$ cat src/rtl/led_adc_sequencer_pkg.sv
// Shared definitions for the LED/ADC operation-mode sequencer.
//   - AFE field widths (DC compensation, PGA gain, ADC sample)
//   - DC compensation reset code (mid-scale)
//   - FSM state and channel encodings, per-channel AFE setting struct
package led_adc_sequencer_pkg;

  localparam int DC_W  = 7;
  localparam int PGA_W = 4;
  localparam int ADC_W = 8;

  localparam logic [DC_W-1:0] DC_COMP_RESET = 7'd64;

  typedef enum logic [1:0] {
    ST_IDLE,
    ST_SETTLE,
    ST_SAMPLE,
    ST_GAP
  } state_t;

  typedef enum logic {
    CH_RED = 1'b0,
    CH_IR  = 1'b1
  } ch_t;

  typedef struct packed {
    logic [DC_W-1:0]  dc;
    logic [PGA_W-1:0] pga;
  } afe_cfg_t;

  function automatic int max3(input int a, input int b, input int c);
    int m;
    m = (a > b) ? a : b;
    return (m > c) ? m : c;
  endfunction

endpackage

$ cat src/rtl/led_adc_sequencer_sample_averager.sv
// Block averager for one channel's sample window.
//   CLK, rst_n : clock, async active-low reset
//   clr        : zero the accumulator (asserted on the cycle before the window)
//   acc_en     : add adc into the accumulator this cycle
//   adc        : unsigned ADC sample
//   avg        : accumulator >> LOG2_SAMPLES (truncating)
// The accumulator is ADC_W+LOG2_SAMPLES wide, so 2^LOG2_SAMPLES full-scale
// samples cannot overflow it.
module sample_averager
  import led_adc_sequencer_pkg::*;
#(
  parameter int LOG2_SAMPLES = 4
) (
  input  logic             CLK,
  input  logic             rst_n,
  input  logic             clr,
  input  logic             acc_en,
  input  logic [ADC_W-1:0] adc,
  output logic [ADC_W-1:0] avg
);

  localparam int ACC_W = ADC_W + LOG2_SAMPLES;

  logic [ACC_W-1:0] acc;

  always_ff @(posedge CLK or negedge rst_n) begin
    if (!rst_n)      acc <= '0;
    else if (clr)    acc <= '0;
    else if (acc_en) acc <= acc + ACC_W'(adc);
  end

  assign avg = acc[LOG2_SAMPLES +: ADC_W];

endmodule

$ cat src/rtl/led_adc_sequencer.sv
// Operation-mode scheduler for the shared pulse-oximeter AFE.
// Alternates the single ADC path between RED and IR: applies the channel's
// latched DC_Comp/PGA setting, lights its LED, waits SETTLE_CYCLES, averages
// 2^LOG2_SAMPLES ADC samples, then holds both LEDs off for GAP_CYCLES while
// publishing the averaged value with a one-cycle valid strobe.
// Ports:
//   CLK, rst_n                   : clock, async active-low reset
//   enable                       : run request, looked at in IDLE and at frame end
//   red_dc_comp/red_pga          : RED setting (latched at frame start)
//   ir_dc_comp/ir_pga            : IR setting (latched at frame start)
//   ADC                          : unsigned 8-bit sample
//   LED_RED, LED_IR              : LED drives (never both high)
//   DC_Comp, PGA_Gain            : AFE setting for the active channel
//   RED_ADC_Value, IR_ADC_Value  : latest averaged samples
//   red_valid, ir_valid          : one-cycle update strobes
//   busy                         : high whenever not IDLE
// All outputs are registered from the current state, so they lag the state
// register by one cycle.
module led_adc_sequencer
  import led_adc_sequencer_pkg::*;
#(
  parameter int SETTLE_CYCLES = 20,
  parameter int LOG2_SAMPLES  = 4,
  parameter int GAP_CYCLES    = 4
) (
  input  logic             CLK,
  input  logic             rst_n,
  input  logic             enable,
  input  logic [DC_W-1:0]  red_dc_comp,
  input  logic [PGA_W-1:0] red_pga,
  input  logic [DC_W-1:0]  ir_dc_comp,
  input  logic [PGA_W-1:0] ir_pga,
  input  logic [ADC_W-1:0] ADC,
  output logic             LED_RED,
  output logic             LED_IR,
  output logic [DC_W-1:0]  DC_Comp,
  output logic [PGA_W-1:0] PGA_Gain,
  output logic [ADC_W-1:0] RED_ADC_Value,
  output logic [ADC_W-1:0] IR_ADC_Value,
  output logic             red_valid,
  output logic             ir_valid,
  output logic             busy
);

  localparam int NSAMP   = 1 << LOG2_SAMPLES;
  localparam int CNT_MAX = max3(SETTLE_CYCLES, NSAMP, GAP_CYCLES);
  localparam int CW      = $clog2(CNT_MAX + 1);

  state_t          state, state_nx;
  ch_t             ch, ch_nx;
  logic [CW-1:0]   cnt, cnt_nx;
  afe_cfg_t [1:0]  shadow;
  logic            latch, clr, acc_en;
  logic [ADC_W-1:0] avg;

  logic             led_red_nx, led_ir_nx;
  logic [DC_W-1:0]  dc_nx;
  logic [PGA_W-1:0] pga_nx;
  logic [ADC_W-1:0] red_val_nx, ir_val_nx;
  logic             red_vld_nx, ir_vld_nx, busy_nx;

  sample_averager #(.LOG2_SAMPLES(LOG2_SAMPLES)) u_avg (
    .CLK    (CLK),
    .rst_n  (rst_n),
    .clr    (clr),
    .acc_en (acc_en),
    .adc    (ADC),
    .avg    (avg)
  );

  // Next state, counter and datapath controls.
  always_comb begin
    state_nx = state;
    ch_nx    = ch;
    cnt_nx   = cnt + CW'(1);
    latch    = 1'b0;
    clr      = 1'b0;
    acc_en   = 1'b0;
    case (state)
      ST_IDLE: begin
        cnt_nx = '0;
        if (enable) begin
          state_nx = ST_SETTLE;
          ch_nx    = CH_RED;
          latch    = 1'b1;
        end
      end
      ST_SETTLE: begin
        if (cnt == CW'(SETTLE_CYCLES - 1)) begin
          state_nx = ST_SAMPLE;
          cnt_nx   = '0;
          clr      = 1'b1;   // accumulator is zero on the first SAMPLE cycle
        end
      end
      ST_SAMPLE: begin
        acc_en = 1'b1;
        if (cnt == CW'(NSAMP - 1)) begin
          state_nx = ST_GAP;
          cnt_nx   = '0;
        end
      end
      ST_GAP: begin
        if (cnt == CW'(GAP_CYCLES - 1)) begin
          cnt_nx = '0;
          if (ch == CH_RED) begin
            state_nx = ST_SETTLE;
            ch_nx    = CH_IR;
          end else if (enable) begin
            // back-to-back frame, fresh setting latch, no IDLE bubble
            state_nx = ST_SETTLE;
            ch_nx    = CH_RED;
            latch    = 1'b1;
          end else begin
            state_nx = ST_IDLE;
            ch_nx    = CH_RED;
          end
        end
      end
      default: begin
        state_nx = ST_IDLE;
        cnt_nx   = '0;
      end
    endcase
  end

  // Next values of the registered outputs, derived from the current state.
  always_comb begin
    led_red_nx = 1'b0;
    led_ir_nx  = 1'b0;
    dc_nx      = DC_Comp;
    pga_nx     = PGA_Gain;
    red_val_nx = RED_ADC_Value;
    ir_val_nx  = IR_ADC_Value;
    red_vld_nx = 1'b0;
    ir_vld_nx  = 1'b0;
    busy_nx    = (state != ST_IDLE);
    if (state == ST_SETTLE || state == ST_SAMPLE) begin
      led_red_nx = (ch == CH_RED);
      led_ir_nx  = (ch == CH_IR);
      dc_nx      = shadow[ch].dc;
      pga_nx     = shadow[ch].pga;
    end
    // First GAP cycle: the accumulator holds the complete window.
    if (state == ST_GAP && cnt == '0) begin
      if (ch == CH_RED) begin
        red_val_nx = avg;
        red_vld_nx = 1'b1;
      end else begin
        ir_val_nx  = avg;
        ir_vld_nx  = 1'b1;
      end
    end
  end

  always_ff @(posedge CLK or negedge rst_n) begin
    if (!rst_n) begin
      state         <= ST_IDLE;
      ch            <= CH_RED;
      cnt           <= '0;
      shadow        <= '0;
      LED_RED       <= 1'b0;
      LED_IR        <= 1'b0;
      DC_Comp       <= DC_COMP_RESET;
      PGA_Gain      <= '0;
      RED_ADC_Value <= '0;
      IR_ADC_Value  <= '0;
      red_valid     <= 1'b0;
      ir_valid      <= 1'b0;
      busy          <= 1'b0;
    end else begin
      state         <= state_nx;
      ch            <= ch_nx;
      cnt           <= cnt_nx;
      if (latch) begin
        shadow[CH_RED] <= '{dc: red_dc_comp, pga: red_pga};
        shadow[CH_IR]  <= '{dc: ir_dc_comp,  pga: ir_pga};
      end
      LED_RED       <= led_red_nx;
      LED_IR        <= led_ir_nx;
      DC_Comp       <= dc_nx;
      PGA_Gain      <= pga_nx;
      RED_ADC_Value <= red_val_nx;
      IR_ADC_Value  <= ir_val_nx;
      red_valid     <= red_vld_nx;
      ir_valid      <= ir_vld_nx;
      busy          <= busy_nx;
    end
  end

endmodule

$ cat config.mk
export PLATFORM = sky130hd
export DESIGN_NAME = led_adc_sequencer
export DESIGN_NICKNAME = d
export VERILOG_FILES = /design/src/rtl/led_adc_sequencer_pkg.sv /design/src/rtl/led_adc_sequencer_sample_averager.sv /design/src/rtl/led_adc_sequencer.sv
export SDC_FILE = /design/constraint.sdc
export NUM_CORES = 1
export LEC_CHECK = 0
export ABC_AREA = 0
export BUFFER_PORTS_ARGS = -buffer_cell sky130_fd_sc_hd__buf_4
export CELL_PAD_IN_SITES_DETAIL_PLACEMENT = 0
export CELL_PAD_IN_SITES_GLOBAL_PLACEMENT = 1
export CORE_MARGIN = 10
export CORE_UTILIZATION = 48
export DETAILED_ROUTE_END_ITERATION = 16
export PLACE_DENSITY = 0.88
export SLEW_MARGIN = 30
export SYNTH_ARGS = -nofsm -noshare
export SYNTH_HDL_FRONTEND = slang
export SYNTH_HIERARCHICAL = 1
export SYNTH_SLANG_ARGS = --single-unit
$ cat constraint.sdc
create_clock -name CLK -period 3.45 [get_ports CLK]
set_input_delay 0.345 -clock CLK [delete_from_list [all_inputs] [get_ports CLK]]
set_output_delay 0.345 -clock CLK [all_outputs]
set_load 0.02 [all_outputs]
==> results_dict.tcl <==
set metrics [dict create \
    status "finished with violations" \
    violations "negative hold slack" \
    n_antenna_cell 0 \
    area_growth_syn_to_layout_pct 20.4 \
    ys_types 48 \
    cap_violations 0 \
    netlist_area_um2 3540 \
    initial_core_util_pct 49.1 \
    grt_pass1_vias 2452 \
    synthCells 288 \
    place.gp.congestion 0.799 \
    row_count 31 \
    slew_headroom_pct 49.0 \
    cp-end-kind "flop" \
    worst-setup-path-type "reg2reg" \
    hold_violations 4 \
    rsz0062_at_grt "no" \
    wirelength_um 7130 \
    antenna_found_initial 0 \
    cts_resized 0 \
    ff_latch_area_um2 1850 \
    p_total_mw 2.46 \
    fmax_mhz 444 \
    place_inst 437 \
    cp.required_ps 3680 \
    period_needed_ps 2250 \
    post_cts_buffers 0 \
    multi_input_area_um2 1550 \
    synth_top_area_cell "dfrtp_1" \
    tns_ps 0 \
    hold_slack_ps -21.8 \
    root_buffer "clkbuf_8" \
    die_h_um 106 \
    finalCritPeriodShare_pct 65.3 \
    clk_latency_ps 350 \
    hpwl_um 5250 \
    die-area_um2 11200 \
    via_per_inst 5.20 \
    drc_errors 0 \
    clk_path_buf_depth 2 \
    cellPowerDensity_nw_per_um2 578 \
    finalMaxSlewViolations 0 \
    core_area_um2 7210 \
    io_pins 65 \
    die_w_um 106 \
    yosys_warnings 6 \
    fill_cells 617 \
    finalClockSkew_ps 8.10 \
    ys_ff_latch 74 \
    crit_arrival_ps 2480 \
    drtIter0Drc 68 \
    leakagePower_nw 2.15 \
    grt_max_degree 75 \
    grt_overflow 0 \
    drive_gt1_share_pct 37.3 \
    numCtsBuffers 9 \
    setup_violations 0 \
    cts_tree "built" \
    layout.cells.non_filler 453 \
    globalRouteTotalUtil_pct 13.1 \
    critPathLaunchType "flop" \
    yosysTopAreaCellShare_pct 51.5 \
    cts.reportedPaths.clkPinSlew_ps 80 \
    num-nets-final 400 \
    worst_slew_pin_slew_ps 766 \
    synth_top_cells_by_area "dfrtp_1, mux2_2, ha_1" \
    avgSynthCellArea_um2 12.3 \
    first_pass_iters 4 \
    min_path_type "in2async" \
    cts_hold_repair.buffers 0 \
    cts.sinks 74 \
    htreeDepth 3 \
    final_antenna_net_count 0 \
    fin_util_pct 59.1 \
    io_buffers 64 \
    grt_pass1_wl_um 12000 \
    cp_max_fo 26 \
    ir_drop_mv 0.238 \
    wl_per_cell_um 15.7 \
    ys_seq_area_share_pct 52.3 \
    vias 2354 \
    syn-num-nets 339 \
]
==> worst paths after layout <==
check,from,cells past startpoint,slack [ps],to
max in group asynchronous,rst_n,1,2990,u_avg/acc[0]
setup / recovery,state[0],5,1200,shadow[15]
hold / removal,rst_n,1,-20,u_avg/acc[2]
setup reg to reg,state[0],5,1200,shadow[15]
hold reg to reg,cnt[0],1,490,cnt[0]
min in group CLK,red_dc_comp[3],2,220,shadow[7]
==> report_power, final <==
part / internal (mW) / switching (mW)
combinational: 0.348 / 0.339
clock: 0.335 / 0.324
sequential: 1.00 / 0.116
total: 1.69 / 0.779
==> cells by family after synthesis <==
logic type,share of synthesized area (%)
flops,52.3
xor+xnor,1.24
buf+inv,4.06
compound gates,9.81
fa+ha+maj,6.57
simple gates,8.44
mux,17.6
==> metal layers <==
metal  routed length (um)  part of all wire [%]  track usage (%)
met5                    0                     0                0
met4                   62                  0.87             4.64
met3                  429                   6.0             5.37
met2                 3450                    48             20.5
met1                 3190                    45             15.9
==> stage by stage <==
stage | cell area (um2) | worst slack, ps | hold WS, ps
4_1_cts | 4260 | 1180 | 157
2_1_floorplan | 3540 | 1310 | 49.4
3_5_place_dp | 4070 | 1210 | 485
6_report | 4270 | 1200 | -21.8
3_3_place_gp | 4070 | 1300 | 477
5_1_grt | 4270 | 1090 | 30.9
==> layout make-up <==
class | count | share of cell area [%]
clock buffer | 10 | 2.99
clock inverter | 6 | 1.55
inverter | 11 | 0.968
multi-input combinational | 186 | 36.3
sequential | 74 | 43.4
tap | 99 | 2.90
timing repair buffer | 67 | 11.9
==> synth_stat cells, drive strengths merged <==
master,n
nor2b,5
nand3b,1
a221oi,2
nand2b,3
xor2,2
nor4b,2
nor3b,2
a211o,3
a22o,3
o31ai,2
inv,11
or4,1
a21oi,18
buf,12
nand2,2
ha,17
dfstp,1
o22ai,1
a32o,1
o211a,1
and4,1
or2,1
o21ai,4
a311o,1
xnor2,3
a2bb2oi,2
or3b,1
o211ai,1
a21boi,1
fa,1
clkbuf,5
a31oi,1
a21o,7
mux2,43
nand3,8
dfrtp,73
a211oi,2
and4b,1
nor2,24
o21a,1
mux2i,14
and2,1
and3,2
==> worst max-delay path, cell delays in order (launching register included) <==
cell	delay (ps)
dfrtp_1	400
inv_1	130
ha_1	630
nor3b_2	280
buf_4	310
mux2_2	380
==> flip-flops by register name (all words and copies together) (netlist names) <==
name,count
shadow,22
PGA_Gain,4
u_avg/acc,12
DC_Comp,7
state,2
LED_RED,1
ch,1
busy,1
IR_ADC_Value,8
red_valid,1
LED_IR,1
RED_ADC_Value,8
cnt,5
ir_valid,1
==> cell usage in the layout, fill, tap and decap left out, types with 3 or more instances in the layout <==
cell,instances
a211o_1,3
a21o_1,5
a21oi_1,18
a22o_1,3
buf_4,66
clkbuf_8,9
clkinvlp_4,3
dfrtp_1,73
ha_1,17
inv_1,11
mux2_2,43
mux2i_1,14
nand2b_1,3
nand3_1,8
nor2_1,24
nor2b_1,5
o21ai_0,4
xnor2_1,3
Power figures use the tool's default switching activity.
